[src/rtl/mem_arbiter.sv]
// Byte-wide memory/IO port arbiter between instruction fetch and the load/store buffer.
// Serialises word/half/byte requests into consecutive little-endian byte accesses.
module mem_arbiter #(
  parameter int unsigned ADDR_WIDTH = 32,
  parameter logic [1:0]  IO_SEL     = 2'b11
) (
  input  logic                  clk_in,
  input  logic                  rst_in,
  input  logic                  rdy_in,
  input  logic                  clear,
  input  logic                  if_req,
  input  logic [ADDR_WIDTH-1:0] if_addr,
  output logic                  if_done,
  output logic [31:0]           if_data,
  input  logic                  lsb_req,
  input  logic                  lsb_wr,
  input  logic [1:0]            lsb_size,
  input  logic [ADDR_WIDTH-1:0] lsb_addr,
  input  logic [31:0]           lsb_wdata,
  output logic                  lsb_done,
  output logic [31:0]           lsb_rdata,
  input  logic [7:0]            mem_din,
  output logic [7:0]            mem_dout,
  output logic [ADDR_WIDTH-1:0] mem_a,
  output logic                  mem_wr,
  input  logic                  io_buffer_full,
  output logic                  busy
);

  typedef enum logic [2:0] {IDLE, IF_RD, LSB_RD, LSB_WR, RESP} state_t;

  state_t                  state, state_nx;
  logic                    last_lsb;
  logic [ADDR_WIDTH-1:0]   base;
  logic [2:0]              cnt, issue, cap, lsb_n, off;
  logic [31:0]             wdata, data;
  logic                    pend, paused;
  logic                    rd, io_stall, capture, last_cap, grant, pick_lsb;

  assign rd       = (state == IF_RD) || (state == LSB_RD);
  assign io_stall = (base[17:16] == IO_SEL) && io_buffer_full;
  assign capture  = rd && rdy_in && !paused && pend;
  assign last_cap = capture && (cap == cnt - 3'd1);
  assign pick_lsb = lsb_req && (!if_req || !last_lsb);
  assign grant    = (state == IDLE) && rdy_in && !clear && (if_req || lsb_req);
  assign busy     = (state != IDLE);
  // While paused (and on the resume cycle) the bus shows the oldest uncaptured byte.
  assign off      = (paused || !rdy_in || (issue >= cnt)) ? cap : issue;

  always_comb begin
    case (lsb_size)
      2'd0:    lsb_n = 3'd1;
      2'd1:    lsb_n = 3'd2;
      default: lsb_n = 3'd4;
    endcase
  end

  always_ff @(posedge clk_in or negedge rst_in) begin
    if (!rst_in) state <= IDLE;
    else         state <= state_nx;
  end

  always_comb begin
    state_nx  = state;
    if_done   = 1'b0;
    if_data   = '0;
    lsb_done  = 1'b0;
    lsb_rdata = '0;
    mem_a     = '0;
    mem_dout  = '0;
    mem_wr    = 1'b0;
    case (state)
      IDLE: begin
        if (grant) state_nx = pick_lsb ? (lsb_wr ? LSB_WR : LSB_RD) : IF_RD;
      end
      IF_RD, LSB_RD: begin
        mem_a = base + ADDR_WIDTH'(off);
        if (rdy_in && clear && (state == IF_RD)) state_nx = IDLE;
        else if (last_cap)                      state_nx = RESP;
      end
      LSB_WR: begin
        mem_a = base + ADDR_WIDTH'(issue);
        if (issue < cnt) begin
          mem_dout = wdata[{issue[1:0], 3'b000} +: 8];
          mem_wr   = rdy_in && !io_stall;
        end else if (rdy_in) begin
          state_nx = RESP;
        end
      end
      RESP: begin
        if (last_lsb) begin
          lsb_done  = 1'b1;
          lsb_rdata = data;
        end else begin
          if_done = !clear;
          if_data = data;
        end
        if (rdy_in) state_nx = IDLE;
      end
      default: state_nx = IDLE;
    endcase
  end

  always_ff @(posedge clk_in or negedge rst_in) begin
    if (!rst_in) begin
      last_lsb <= 1'b0;
      base     <= '0;
      cnt      <= '0;
      issue    <= '0;
      cap      <= '0;
      wdata    <= '0;
      data     <= '0;
      pend     <= 1'b0;
      paused   <= 1'b0;
    end else if (!rdy_in) begin
      paused <= 1'b1;
    end else begin
      paused <= 1'b0;
      case (state)
        IDLE: begin
          if (grant) begin
            last_lsb <= pick_lsb;
            base     <= pick_lsb ? lsb_addr : if_addr;
            cnt      <= pick_lsb ? lsb_n : 3'd4;
            wdata    <= lsb_wdata;
            data     <= '0;
            issue    <= '0;
            cap      <= '0;
            pend     <= 1'b0;
          end
        end
        IF_RD, LSB_RD: begin
          if (paused) begin
            // Resume: re-fetch the oldest uncaptured byte; its stale read is discarded.
            issue <= cap + 3'd1;
            pend  <= 1'b1;
          end else begin
            pend <= (issue < cnt);
            if (issue < cnt) issue <= issue + 3'd1;
            if (capture) begin
              data[{cap[1:0], 3'b000} +: 8] <= mem_din;
              cap <= cap + 3'd1;
            end
          end
        end
        LSB_WR: begin
          if ((issue < cnt) && !io_stall) issue <= issue + 3'd1;
        end
        default: ;
      endcase
    end
  end

endmodule

[config.mk]
export PLATFORM = sky130hd
export DESIGN_NAME = mem_arbiter
export DESIGN_NICKNAME = d
export VERILOG_FILES = /design/src/rtl/mem_arbiter.sv
export SDC_FILE = /design/constraint.sdc
export NUM_CORES = 1
export LEC_CHECK = 0
export BUFFER_PORTS_ARGS = -buffer_cell sky130_fd_sc_hd__buf_2
export CORE_ASPECT_RATIO = 0.7
export CORE_MARGIN = 2
export CORE_UTILIZATION = 44
export CTS_CLUSTER_SIZE = 8
export DETAILED_ROUTE_END_ITERATION = 6
export HOLD_SLACK_MARGIN = 0.1
export PLACE_DENSITY = 0.81
export SYNTH_ARGS = -nofsm -noshare
export SYNTH_HDL_FRONTEND = slang
export SYNTH_SLANG_ARGS = --single-unit
[constraint.sdc]
create_clock -name clk_in -period 5.19 [get_ports clk_in]
set_clock_uncertainty 0.05 [all_clocks]
set_input_delay 0.2595 -clock clk_in [delete_from_list [all_inputs] [get_ports clk_in]]
set_output_delay 0.2595 -clock clk_in [all_outputs]
set_load 0.05 [all_outputs]
==> summary.txt <==
Route
  • WL final: ~18 mm
  • First-iteration detailed-routing DRC count: 352
  • Total number of vias: approximately 5800
  • Remaining antenna violation count: 0
  • Drt wl/cell: around 16 um
  • Vias/cell: around 5.2
  • DRC: 0
  • DR pass1 iterations: 5

Pwr
  • Combinational power share: 0.436
  • Sw Ratio: 0.451
  • Clock Power Share: 0.173
  • Flop pwr share: 0.391
  • Max rail drop VDD: ~0.00026 V
  • P_sw: roughly 1.7 mW
  • P_leak: 4.36 nW
  • Power per cell area: roughly 460 nW/um2
  • Int Pwr: 2.11 mW

Worst setup path
  • R2R Setup Slk: around 2.4 ns
  • CP arrival: 4.42 ns
  • Crit Path Class: register to output pin
  • Buffers & Inverters on Critical Path: 2
  • CP endpoint kind: output pin
  • Worst path slowest cell: o41ai_1
  • R2R cell count: 6
  • R2R Path Start: issue[1]
  • Critical path fanouts, max: 12
  • Crit-path max cell delay: ~0.72 ns
  • Crit-path leading delay family: compound AO/OA/AOI/OAI gates
  • CP startpoint kind: register
  • RR Endpoint: state[0]
  • Worst path cell trace: ha_1 > nor2b_1 > o22a_1 > o41ai_1 > mux2_2 > ha_1 > a21oi_1 > a211oi_1 > buf_4 > nand4_1 > xor2_1 > nor2_1 > buf_2
  • Most used cell, CP: ha_1
  • Worst EP required: 4.88 ns

Placement
  • DP Worst Slack: ~0.9 ns
  • Placed Cells incl. Taps: between 1000 and 1500
  • HPWL after detailed placement: 12.8 mm
  • IO buf count: 221
  • Post-place instance area: around 7700 um2
  • GP Congestion: a little under 0.9

Yosys
  • Cell taking the most area after synthesis: dfrtp_1
  • Share of the yosys chip area belonging to registers: 0.434
  • Synth area leaders: dfrtp_1, nand2_1, and2_1
  • Netlist cell types: 50
  • Mapped Cells: 701
  • Syn nets: a little over 800
  • Post-synth EDFFs: 0
  • Synthesized area: about 6400 um2
  • Ys Warns: 0
  • Fraction of registers with async set/reset: 1.00
  • Mean Syn Cell Area: roughly 9.1 um2
  • Post-synth top area share: 0.434
  • Most used DFF post-synth: dfrtp_1
  • Seq cells post-synth: 111

Floorplanning
  • Die area: ~16000 um2
  • Io pins: roughly 220
  • Floorplan row count: 36
  • Initial Util: 0.456
  • Core box area: around 14000 um2
  • Die Y: 105 um
  • Die X: 148 um

Cells and area
  • Layout cells sized above 1: 0.285
  • Ant diodes: 0
  • Non-filler instance count after layout: about 1100
  • Layout fillers: around 1200
  • Synth-to-Final Area Change: 29.3%
  • Post-route cell area: around 8300 um2
  • Final nets: roughly 1100

CTS
  • Clk root buf: clkbuf_16
  • Max Buffers Root-to-Sink: 2
  • CTS tree: built
  • CTS buffer count: 9
  • Post-CTS Resized: 0
  • H-tree depth: 3
  • CTS sink count: 111
  • Clock transition at path regs: ~0.07 ns
  • Hold buffers post-CTS: 33
  • Setup bufs post-CTS: 0
  • Clock Latency Late Sink: approximately 0.35 ns

Run
  • Max-Cap Viols: 0

Global route
  • Largest net degree at the start of global routing: slightly below 100
  • Grt ovf: 0
  • Vias in the first global route: 5658
  • First-pass GRT wire length: 28.7 mm
  • Tot GR Track Use: 0.229
  • Initial antenna violation count: 1

STA
  • Max transition margin: 0.356
  • Worst-margin pin slew: between 0.9 and 1 ns
  • Final period util: 0.910
  • Fin. Hold Viols: 0
  • Highest clock rate: between 200 and 250 MHz
  • Fin. max-slew vios: 0
  • Hold_ws: 0.120 ns
  • Total negative slack: 0 ns
  • Unrepaired setup endpoints after global routing: false
  • Final min period: 4.73 ns
  • Final setup fails: 0
  • Final worst-path setup slack: around 0.46 ns

Hold path
  • Hold Path End: wdata[4]
  • Hold path depth: 3
  • Min-delay src: lsb_wdata[4]
  • Hold Crit Class: primary input to register

Outcome
  • Status: completed
==> layer usage <==
metal	up-vias	track usage	routed length, um	part of all wire
met5	-	0	16	0.00091
met4	2	0.0381	164	0.0093
met3	16	0.0480	1120	0.064
met2	189	0.355	7930	0.45
met1	2769	0.336	8350	0.47
li1	2857	-	-	-
==> worst max path at each step <==
stage	from	to	slack, ns	cells past startpoint
4_1_cts	issue[1]	mem_a[31]	0.42	13
2_1_floorplan	issue[0]	mem_a[21]	0.67	13
6_report	issue[1]	mem_a[17]	0.46	13
3_3_place_gp	issue[1]	mem_a[31]	0.96	13
3_5_place_dp	issue[1]	mem_a[31]	0.90	13
5_1_grt	issue[1]	mem_a[14]	0.09	14
==> tightest hold or removal path: stages <==
cell     delay (ns)
buf_2          0.08
nand2_1        0.07
nand2_1        0.07
==> cells in the final DEF (no fill, tap or decap), types with 2 or more instances in the layout <==
cell type,instances
buf_2,220
nand2_1,153
dfrtp_1,111
and2_1,67
nor2_1,42
o21ai_0,39
dlygate4sd3_1,33
a22o_1,32
mux2i_1,32
xor2_1,27
nand3_1,16
and3_1,14
nand4_1,14
ha_1,14
inv_1,12
clkbuf_16,9
buf_4,9
nor2b_1,8
mux4_2,8
nor3_1,8
a21oi_1,7
xnor2_1,7
mux2_2,5
o22ai_1,4
o21ai_1,4
nor3_2,3
nand2b_1,3
clkinv_4,3
nand3b_1,2
o41ai_1,2
or3_1,2
and4_1,2
a32o_1,2
==> metrics by stage <==
stage / power, mW / util
3_5_place_dp: 3.16 / 0.545
4_1_cts: 3.85 / 0.589
6_report: 3.84 / 0.589
5_1_grt: 4.12 / 0.589
3_3_place_gp: 3.10 / 0.545
2_1_floorplan: 2.71 / -
==> sequential cells by signal, summed over array words and instances, names as in the netlist <==
signal and count:
paused 1, issue 3, data 32, cnt 3, pend 1, state 3
cap 3, base 32, wdata 32, last_lsb 1
==> synthesized netlist by cell type (8+ instances only) <==
cell type  instances
inv_1             12
ha_1              14
and3_1            14
mux4_2             8
nor2_1            43
nand3_1           16
clkbuf_1          32
and2_1            67
mux2i_1           32
a22o_1            32
nand2_1          153
nor3_1            10
xor2_1            27
o21ai_0           39
nand4_1           14
nor2b_1            8
dfrtp_1          111
==> power groups by stage <==
stage               sequential (mW)  clock (mW)  combinational [mW]
floorplan                      1.36           0                1.34
global placement               1.49           0                1.61
detailed placement             1.51           0                1.65
CTS                            1.50       0.677                1.68
global route                   1.55       0.711                1.85
finish                         1.50       0.665                1.67
==> layout make-up <==
type                       instances  area [um2]  share of cell area
multi-input combinational        538        3440               0.415
sequential                       111        2780               0.335
timing repair buffer             262        1500               0.181
clock buffer                      10         239              0.0289
tap                              190         238              0.0287
inverter                          12        45.0             0.00544
clock inverter                     5        42.5             0.00514
==> cell families (layout without fill, tap and decap cells) <==
kind of cell / after synthesis / in the layout / synth area share
AOI/OAI and AO/OA: 101 / 101 / 0.106
xor gates and xnor gates: 35 / 35 / 0.0500
adders and majority gates: 15 / 15 / 0.0305
buffers and inverters: 52 / 289 / 0.0332
DFF: 111 / 111 / 0.434
muxes: 45 / 45 / 0.0869
and+or+nand+nor: 342 / 342 / 0.259
Power figures use the tool's default switching activity.
